File: src/rtl/c_pkg.sv
// Shared types and helpers for the unary stream decoder.
// Latency: n/a (declarations only).
// Backpressure: n/a.
package c_pkg;

    // Top-level control states: gathering beats, or presenting a result.
    typedef enum logic {
        ACCUM  = 1'b0,
        RESULT = 1'b1
    } state_t;

    // Number of bits needed to hold a count from 0 to w inclusive.
    function automatic int cnt_w(input int w);
        return $clog2(w + 1);
    endfunction

endpackage

File: src/rtl/c_unary_chunk.sv
// Evaluates one beat of a unary vector against the carry from earlier beats.
// Latency: purely combinational, no registers.
// Backpressure: none; the caller decides when the result is committed.
//
// Ports:
//   chunk         beat data, bit 0 is the lowest vector bit of this beat
//   first         this is beat 0 of the vector (bit 0 must equal the lead value)
//   cin_*         carry-in: still admissible, edge already seen, all bits terminal
//                 so far, value of the previous vector bit
//   cout_*        same quantities after folding in this beat
//   part_cnt      number of lead-valued bits inside this beat
module c_unary_chunk
    import c_pkg::*;
#(
    parameter int P_CHUNK         = 4,
    parameter int P_IS_COMPLIMENT = 0
) (
    input  logic [P_CHUNK-1:0]          chunk,
    input  logic                        first,
    input  logic                        cin_admit,
    input  logic                        cin_edge_seen,
    input  logic                        cin_all_term,
    input  logic                        cin_prev,
    output logic                        cout_admit,
    output logic                        cout_edge_seen,
    output logic                        cout_all_term,
    output logic                        cout_prev,
    output logic [cnt_w(P_CHUNK)-1:0]   part_cnt
);

    localparam int   PCW  = cnt_w(P_CHUNK);
    localparam logic LEAD = (P_IS_COMPLIMENT == 0) ? 1'b1 : 1'b0;
    localparam logic TERM = ~LEAD;

    logic           admit;
    logic           edge_seen;
    logic           all_term;
    logic           prev;
    logic           bit_v;
    logic [PCW-1:0] cnt;

    always_comb begin
        admit     = cin_admit;
        edge_seen = cin_edge_seen;
        all_term  = cin_all_term;
        prev      = cin_prev;
        bit_v     = 1'b0;
        cnt       = '0;
        for (int i = 0; i < P_CHUNK; i++) begin
            bit_v = chunk[i];
            if (first && (i == 0)) begin
                // Vector bit 0 has no predecessor; it simply has to be the lead value.
                if (bit_v != LEAD) begin
                    admit = 1'b0;
                end
            end else if (bit_v != prev) begin
                // The only legal change is a single lead->terminal step; any
                // second change (or a terminal->lead step) disqualifies the vector.
                if ((prev == LEAD) && !edge_seen) begin
                    edge_seen = 1'b1;
                end else begin
                    admit = 1'b0;
                end
            end
            if (bit_v != TERM) begin
                all_term = 1'b0;
            end
            if (bit_v == LEAD) begin
                cnt = cnt + PCW'(1);
            end
            prev = bit_v;
        end
    end

    assign cout_admit     = admit;
    assign cout_edge_seen = edge_seen;
    assign cout_all_term  = all_term;
    assign cout_prev      = chunk[P_CHUNK-1];
    assign part_cnt       = cnt;

endmodule

File: src/rtl/c_unary_stream.sv
// Streams a P_W-bit unary code in P_CHUNK-bit beats (LSB chunk first) and decodes it.
// Latency: result valid 1 cycle after the final beat; P_W/P_CHUNK cycles first beat to result.
// Backpressure: result held while i_rdy=0; o_rdy=(state==ACCUM)|i_rdy so next beat overlaps consume.
//
// Ports:
//   i_clk, i_arst_n   clock, asynchronous active-low reset
//   i_vld/o_rdy/i_data  input beat handshake and data
//   o_vld/i_rdy       result handshake
//   o_is_unary        vector was a valid unary code
//   o_count           number of lead bits when unary, else 0
//   o_all_term        every vector bit equals the terminal value
//   o_reject_cnt      saturating count of consumed non-unary results
//                     (present only when C_UNARY_STREAM_STATS_EN is defined)
module c_unary_stream
    import c_pkg::*;
#(
    parameter int P_W             = 16,
    parameter int P_CHUNK         = 4,
    parameter int P_IS_COMPLIMENT = 0
) (
    input  logic                    i_clk,
    input  logic                    i_arst_n,
    input  logic                    i_vld,
    input  logic [P_CHUNK-1:0]      i_data,
    output logic                    o_rdy,
    output logic                    o_vld,
    input  logic                    i_rdy,
    output logic                    o_is_unary,
    output logic [cnt_w(P_W)-1:0]   o_count,
    output logic                    o_all_term
`ifdef C_UNARY_STREAM_STATS_EN
    ,
    output logic [15:0]             o_reject_cnt
`endif
);

    localparam int   NB   = P_W / P_CHUNK;
    localparam int   BW   = (NB > 1) ? $clog2(NB) : 1;
    localparam int   CW   = cnt_w(P_W);
    localparam int   PCW  = cnt_w(P_CHUNK);
    localparam logic LEAD = (P_IS_COMPLIMENT == 0) ? 1'b1 : 1'b0;

    state_t          state;
    state_t          state_nxt;
    logic [BW-1:0]   beat_cnt;

    // Running accumulators for the vector being gathered.
    logic            acc_admit;
    logic            acc_edge_seen;
    logic            acc_all_term;
    logic            acc_prev;
    logic [CW-1:0]   acc_cnt;

    // Registered result, held while waiting for the consumer.
    logic            res_is_unary;
    logic [CW-1:0]   res_count;
    logic            res_all_term;

    logic            accept;
    logic            consume;
    logic            first_beat;
    logic            last_beat;

    logic            cin_admit;
    logic            cin_edge_seen;
    logic            cin_all_term;
    logic            cin_prev;
    logic [CW-1:0]   cin_cnt;

    logic            cout_admit;
    logic            cout_edge_seen;
    logic            cout_all_term;
    logic            cout_prev;
    logic [PCW-1:0]  part_cnt;
    logic [CW-1:0]   sum_cnt;
    logic            fin_unary;

    assign o_vld      = (state == RESULT);
    assign o_rdy      = (state == ACCUM) | i_rdy;
    assign accept     = i_vld & o_rdy;
    assign consume    = o_vld & i_rdy;
    assign first_beat = (beat_cnt == '0);
    assign last_beat  = (beat_cnt == BW'(NB - 1));

    // Beat 0 starts from fresh carry values, so nothing from the previous
    // vector can leak in even though the accumulators are not cleared on consume.
    assign cin_admit     = first_beat ? 1'b1 : acc_admit;
    assign cin_edge_seen = first_beat ? 1'b0 : acc_edge_seen;
    assign cin_all_term  = first_beat ? 1'b1 : acc_all_term;
    assign cin_prev      = first_beat ? LEAD : acc_prev;
    assign cin_cnt       = first_beat ? '0   : acc_cnt;

    c_unary_chunk #(
        .P_CHUNK         (P_CHUNK),
        .P_IS_COMPLIMENT (P_IS_COMPLIMENT)
    ) u_chunk (
        .chunk          (i_data),
        .first          (first_beat),
        .cin_admit      (cin_admit),
        .cin_edge_seen  (cin_edge_seen),
        .cin_all_term   (cin_all_term),
        .cin_prev       (cin_prev),
        .cout_admit     (cout_admit),
        .cout_edge_seen (cout_edge_seen),
        .cout_all_term  (cout_all_term),
        .cout_prev      (cout_prev),
        .part_cnt       (part_cnt)
    );

    assign sum_cnt = cin_cnt + CW'(part_cnt);
    // With bit 0 = lead and exactly one lead->terminal step, the top bit is
    // necessarily terminal, so admit & edge_seen is the full unary test.
    assign fin_unary = cout_admit & cout_edge_seen;

    always_comb begin
        state_nxt = state;
        if (accept && last_beat) begin
            // Also covers a single-beat vector arriving as the old result leaves.
            state_nxt = RESULT;
        end else if (consume) begin
            state_nxt = ACCUM;
        end
    end

    always_ff @(posedge i_clk or negedge i_arst_n) begin
        if (!i_arst_n) begin
            state <= ACCUM;
        end else begin
            state <= state_nxt;
        end
    end

    always_ff @(posedge i_clk or negedge i_arst_n) begin
        if (!i_arst_n) begin
            beat_cnt      <= '0;
            acc_admit     <= 1'b0;
            acc_edge_seen <= 1'b0;
            acc_all_term  <= 1'b0;
            acc_prev      <= 1'b0;
            acc_cnt       <= '0;
        end else if (accept) begin
            beat_cnt      <= last_beat ? '0 : beat_cnt + BW'(1);
            acc_admit     <= cout_admit;
            acc_edge_seen <= cout_edge_seen;
            acc_all_term  <= cout_all_term;
            acc_prev      <= cout_prev;
            acc_cnt       <= sum_cnt;
        end
    end

    always_ff @(posedge i_clk or negedge i_arst_n) begin
        if (!i_arst_n) begin
            res_is_unary <= 1'b0;
            res_count    <= '0;
            res_all_term <= 1'b0;
        end else if (accept && last_beat) begin
            res_is_unary <= fin_unary;
            res_count    <= fin_unary ? sum_cnt : '0;
            res_all_term <= cout_all_term;
        end
    end

    assign o_is_unary = res_is_unary;
    assign o_count    = res_count;
    assign o_all_term = res_all_term;

`ifdef C_UNARY_STREAM_STATS_EN
    logic [15:0] reject_cnt;

    always_ff @(posedge i_clk or negedge i_arst_n) begin
        if (!i_arst_n) begin
            reject_cnt <= '0;
        end else if (consume && !res_is_unary && (reject_cnt != 16'hFFFF)) begin
            reject_cnt <= reject_cnt + 16'd1;
        end
    end

    assign o_reject_cnt = reject_cnt;
`endif

endmodule
File: config.mk
export PLATFORM = sky130hd
export DESIGN_NAME = c_unary_stream
export DESIGN_NICKNAME = d
export VERILOG_FILES = /design/src/rtl/c_pkg.sv /design/src/rtl/c_unary_chunk.sv /design/src/rtl/c_unary_stream.sv
export SDC_FILE = /design/constraint.sdc
export NUM_CORES = 1
export LEC_CHECK = 0
export ABC_CLOCK_PERIOD_IN_PS = 3600
export CORE_MARGIN = 2
export CORE_UTILIZATION = 55
export CTS_CLUSTER_DIAMETER = 200
export DETAILED_ROUTE_END_ITERATION = 6
export PLACE_DENSITY = 0.81
export REMOVE_ABC_BUFFERS = 1
export SYNTH_ARGS = -nofsm -noshare
export SYNTH_HDL_FRONTEND = slang
export SYNTH_SLANG_ARGS = --single-unit
File: constraint.sdc
create_clock -name i_clk -period 3.6 [get_ports i_clk]
set_input_delay 0.54 -clock i_clk [delete_from_list [all_inputs] [get_ports i_clk]]
set_output_delay 0.54 -clock i_clk [all_outputs]
set_load 0.005 [all_outputs]
==> metrics.md <==
| Metric | Value |
|---|---|
| Synth top area share | `~40%` |
| Setup Buffers After CTS | `0` |
| Layout cells sized above 1 | `11.5%` |
| WHS Endpoint | `o_is_unary` |
| Slew @ Worst Pin | `0.848 ns` |
| Final Worst Setup Slack | `0.409 ns` |
| Kind of critical path | `primary input to flip-flop` |
| Non-Filler Instances | `158` |
| Layout fillers | `153` |
| Synth Area in Adders | `approximately a tenth` |
| First-pass GRT wire length | `a little under 4000 um` |
| Final slew viol count | `0` |
| Mux contribution to synthesized area | `4.73%` |
| Hold depth | `1` |
| Dpl cell area | `1330 um^2` |
| Clock-pin slew on the worst setup and hold paths | `0.11 ns` |
| Pwr per Cell Area | `about 630 nW/um^2` |
| I/O Buffers | `16` |
| Cell accounting for the most synthesized area | `dfrtp_1` |
| Critical Path RT | `3.79 ns` |
| Final instance area | `1360 um^2` |
| Initial antenna violation count | `0` |
| DRT Pass-1 Iters | `4` |
| Critical Path AT | `3.39 ns` |
| Antenna Nets Post-Route | `0` |
| Clk buf depth | `2` |
| Routability cong. | `0.944` |
| Clk root buf | `clkbuf_4` |
| Grt ovf | `0` |
| Yosys Warn Count | `0` |
| Die Area | `2500 um^2` |
| Via count | `860` |
| Status | `complete, no violations` |
| Synth unique cells | `34` |
| Final Util | `68.4%` |
| FF+latch count, synth | `19` |
| Maximum clock frequency | `313 MHz` |
| Post-CTS Resized | `0` |
| Clock sink count | `19` |
| Fin. Hold Viols | `0` |
| Critical Path Fanout Max | `5` |
| Number of core rows | `16` |
| R2R Path End | `o_count[4]` |
| CP Launch Type | `primary input` |
| Post-DP HPWL | `1690 um` |
| Setup Skew | `~0.0030 ns` |
| Placed instance count | `between 150 and 200` |
| Area Growth Syn to Fin | `16.3%` |
| Slew margin rel. | `approximately 43%` |
| R2r startpoint | `beat_cnt[0]` |
| LEAKAGE | `0.656 nW` |
| Cts-stage hold buffer count | `0` |
| Worst hold path class | `flip-flop to flip-flop` |
| Fin Setup TNS | `0 ns` |
| Largest net degree at the start of global routing | `20` |
| Initial Util | `58.8%` |
| Core area | `1980 um^2` |
| Die height | `50.0 um` |
| Register area share after synthesis | `roughly 41%` |
| H-tree depth | `1` |
| Min Hold Slack | `between 0.4 and 0.5 ns` |
| Num CTS Buffers | `3` |
| Syn avg cell area | `10.2 um^2` |
| Synth Area in Compound Gates | `about 17%` |
| Worst slack, placed | `0.105 ns` |
| DRC viols | `0` |
| RSZ-0062 raised after global routing | `false` |
| Die extent in x | `50.0 um` |
| Io pins | `17` |
| Worst skew pair latency | `~0.30 ns` |
| R2R setup slack | `1.11 ns` |
| Register area | `around 480 um^2` |
| Endpoints failing setup | `0` |
| Final min period | `3.19 ns` |
| Total Power | `between 0.8 and 0.9 mW` |
| Via-to-Cell Ratio | `5.44` |
| Ant diodes | `0` |
| CTS tree | `yes` |
| CP Capture Type | `flip-flop` |
| Nets | `149` |
| XOR/XNOR share of the synthesized area | `4.51%` |
| Post-Syn Area | `1160 um^2` |
| Main combinational cell family by area after synthesis | `compound AO/OA/AOI/OAI gates` |
| Post-Synth Simple-Gate Area | `around 15%` |
| DRT Wirelength | `~2300 um` |
| Area of the multi-input gates | `between 600 and 700 um^2` |
| Maxcap violations | `0` |
| Period utilisation layout | `88.6%` |
| GRT Total Usage | `20.3%` |
| Leading post-synthesis cells by cell area | `dfrtp_1 41%, ha_1 8.6%, nand2_1 4.2%, mux2_2 3.9%, a22o_1 3.8%` |
| HP Start | `o_is_unary` |
| Drt wl/cell | `14.4 um` |
| FF-to-FF path depth | `11` |
| Post-synthesis cell count | `114` |
| Number of global-route vias before repair | `865` |
| VDD IR max | `0.416 mV` |
| DRT iter0 DRCs | `23` |
power breakdown:
| part | switching [mW] | leakage, nW | total [mW] | internal [mW] |
|---|---|---|---|---|
| Clock | 0.0667 | 0.0150 | 0.110 | 0.0432 |
| Combinational | 0.210 | 0.394 | 0.422 | 0.212 |
| Sequential | 0.0443 | 0.247 | 0.325 | 0.280 |
| Total | 0.321 | 0.656 | 0.856 | 0.536 |
logic make-up after synthesis:
logic type      count (synthesis)
simple gates                   32
compound gates                 28
flops                          19
buf+inv                        15
fa+ha+maj                       9
xor+xnor                        6
mux                             5
layout by cell type (no fill, tap or decap), drive strengths merged, types with 4 or more instances in the layout:
| cell type | count |
|---|---|
| clkbuf | 4 |
| a21o | 5 |
| mux2 | 4 |
| nor2b | 5 |
| nor2 | 4 |
| ha | 8 |
| o21ai | 8 |
| dfrtp | 19 |
| a21oi | 4 |
| a22o | 5 |
| clkdlybuf4s50 | 16 |
| inv | 10 |
| nand2 | 13 |
per-layer routing:
layer  up-vias  routed length (um)  GRT usage, %
met1       397                1060          26.2
li1        425                   -             -
met5         -                   0             0
met4         0                  38          8.80
met2        32                1070          33.3
met3         6                 105          3.33
synth_stat cells:
master / instances
buf_6: 3
dfrtp_1: 19
nand3_4: 1
ha_1: 8
xnor2_1: 3
nand3_1: 1
a31oi_1: 1
xor2_1: 3
fa_1: 1
o21ai_0: 8
o211ai_1: 1
o311ai_2: 1
nand4_1: 1
a21o_1: 3
mux2i_1: 1
nand2_1: 13
and4b_1: 1
o31ai_1: 1
nand2b_4: 1
nor2b_1: 5
mux2_2: 4
inv_1: 10
a22o_1: 5
o2111ai_1: 1
a21oi_1: 4
nor3_1: 1
and3_1: 1
a2bb2oi_1: 1
and2b_2: 1
clkbuf_1: 1
nand2b_1: 2
a21o_2: 2
nor2_1: 4
buf_4: 1
worst max path at each step:
stage               slack, ns  cells after the start          to  startpoint
finish                   0.41                     12  acc_cnt[3]   i_data[0]
global route             0.20                     12  acc_cnt[3]   i_data[0]
global placement         0.22                     12  acc_cnt[3]   i_data[0]
floorplan                0.85                     11  acc_cnt[3]   i_data[0]
detailed placement       0.11                     12  acc_cnt[3]   i_data[0]
CTS                      0.41                     12  acc_cnt[3]   i_data[0]
final cells by class:
cell class / instances / share of cell area, %
clock buffers: 4 / 1.94
repair buffers: 18 / 12.9
multi-input cells: 80 / 44.8
flip-flops and latches: 19 / 35.1
well taps: 27 / 2.49
inverters: 10 / 2.77
worst max-delay path, stage by stage:
cell             delay [ns]
clkdlybuf4s50_1        0.49
inv_1                  0.08
ha_1                   0.38
xor2_1                 0.25
ha_1                   0.29
mux2i_1                0.25
inv_1                  0.09
ha_1                   0.30
a21o_1                 0.16
a21oi_1                0.18
xnor2_1                0.11
mux2_2                 0.26
No activity file was read; power rests on OpenSTA's default activity.
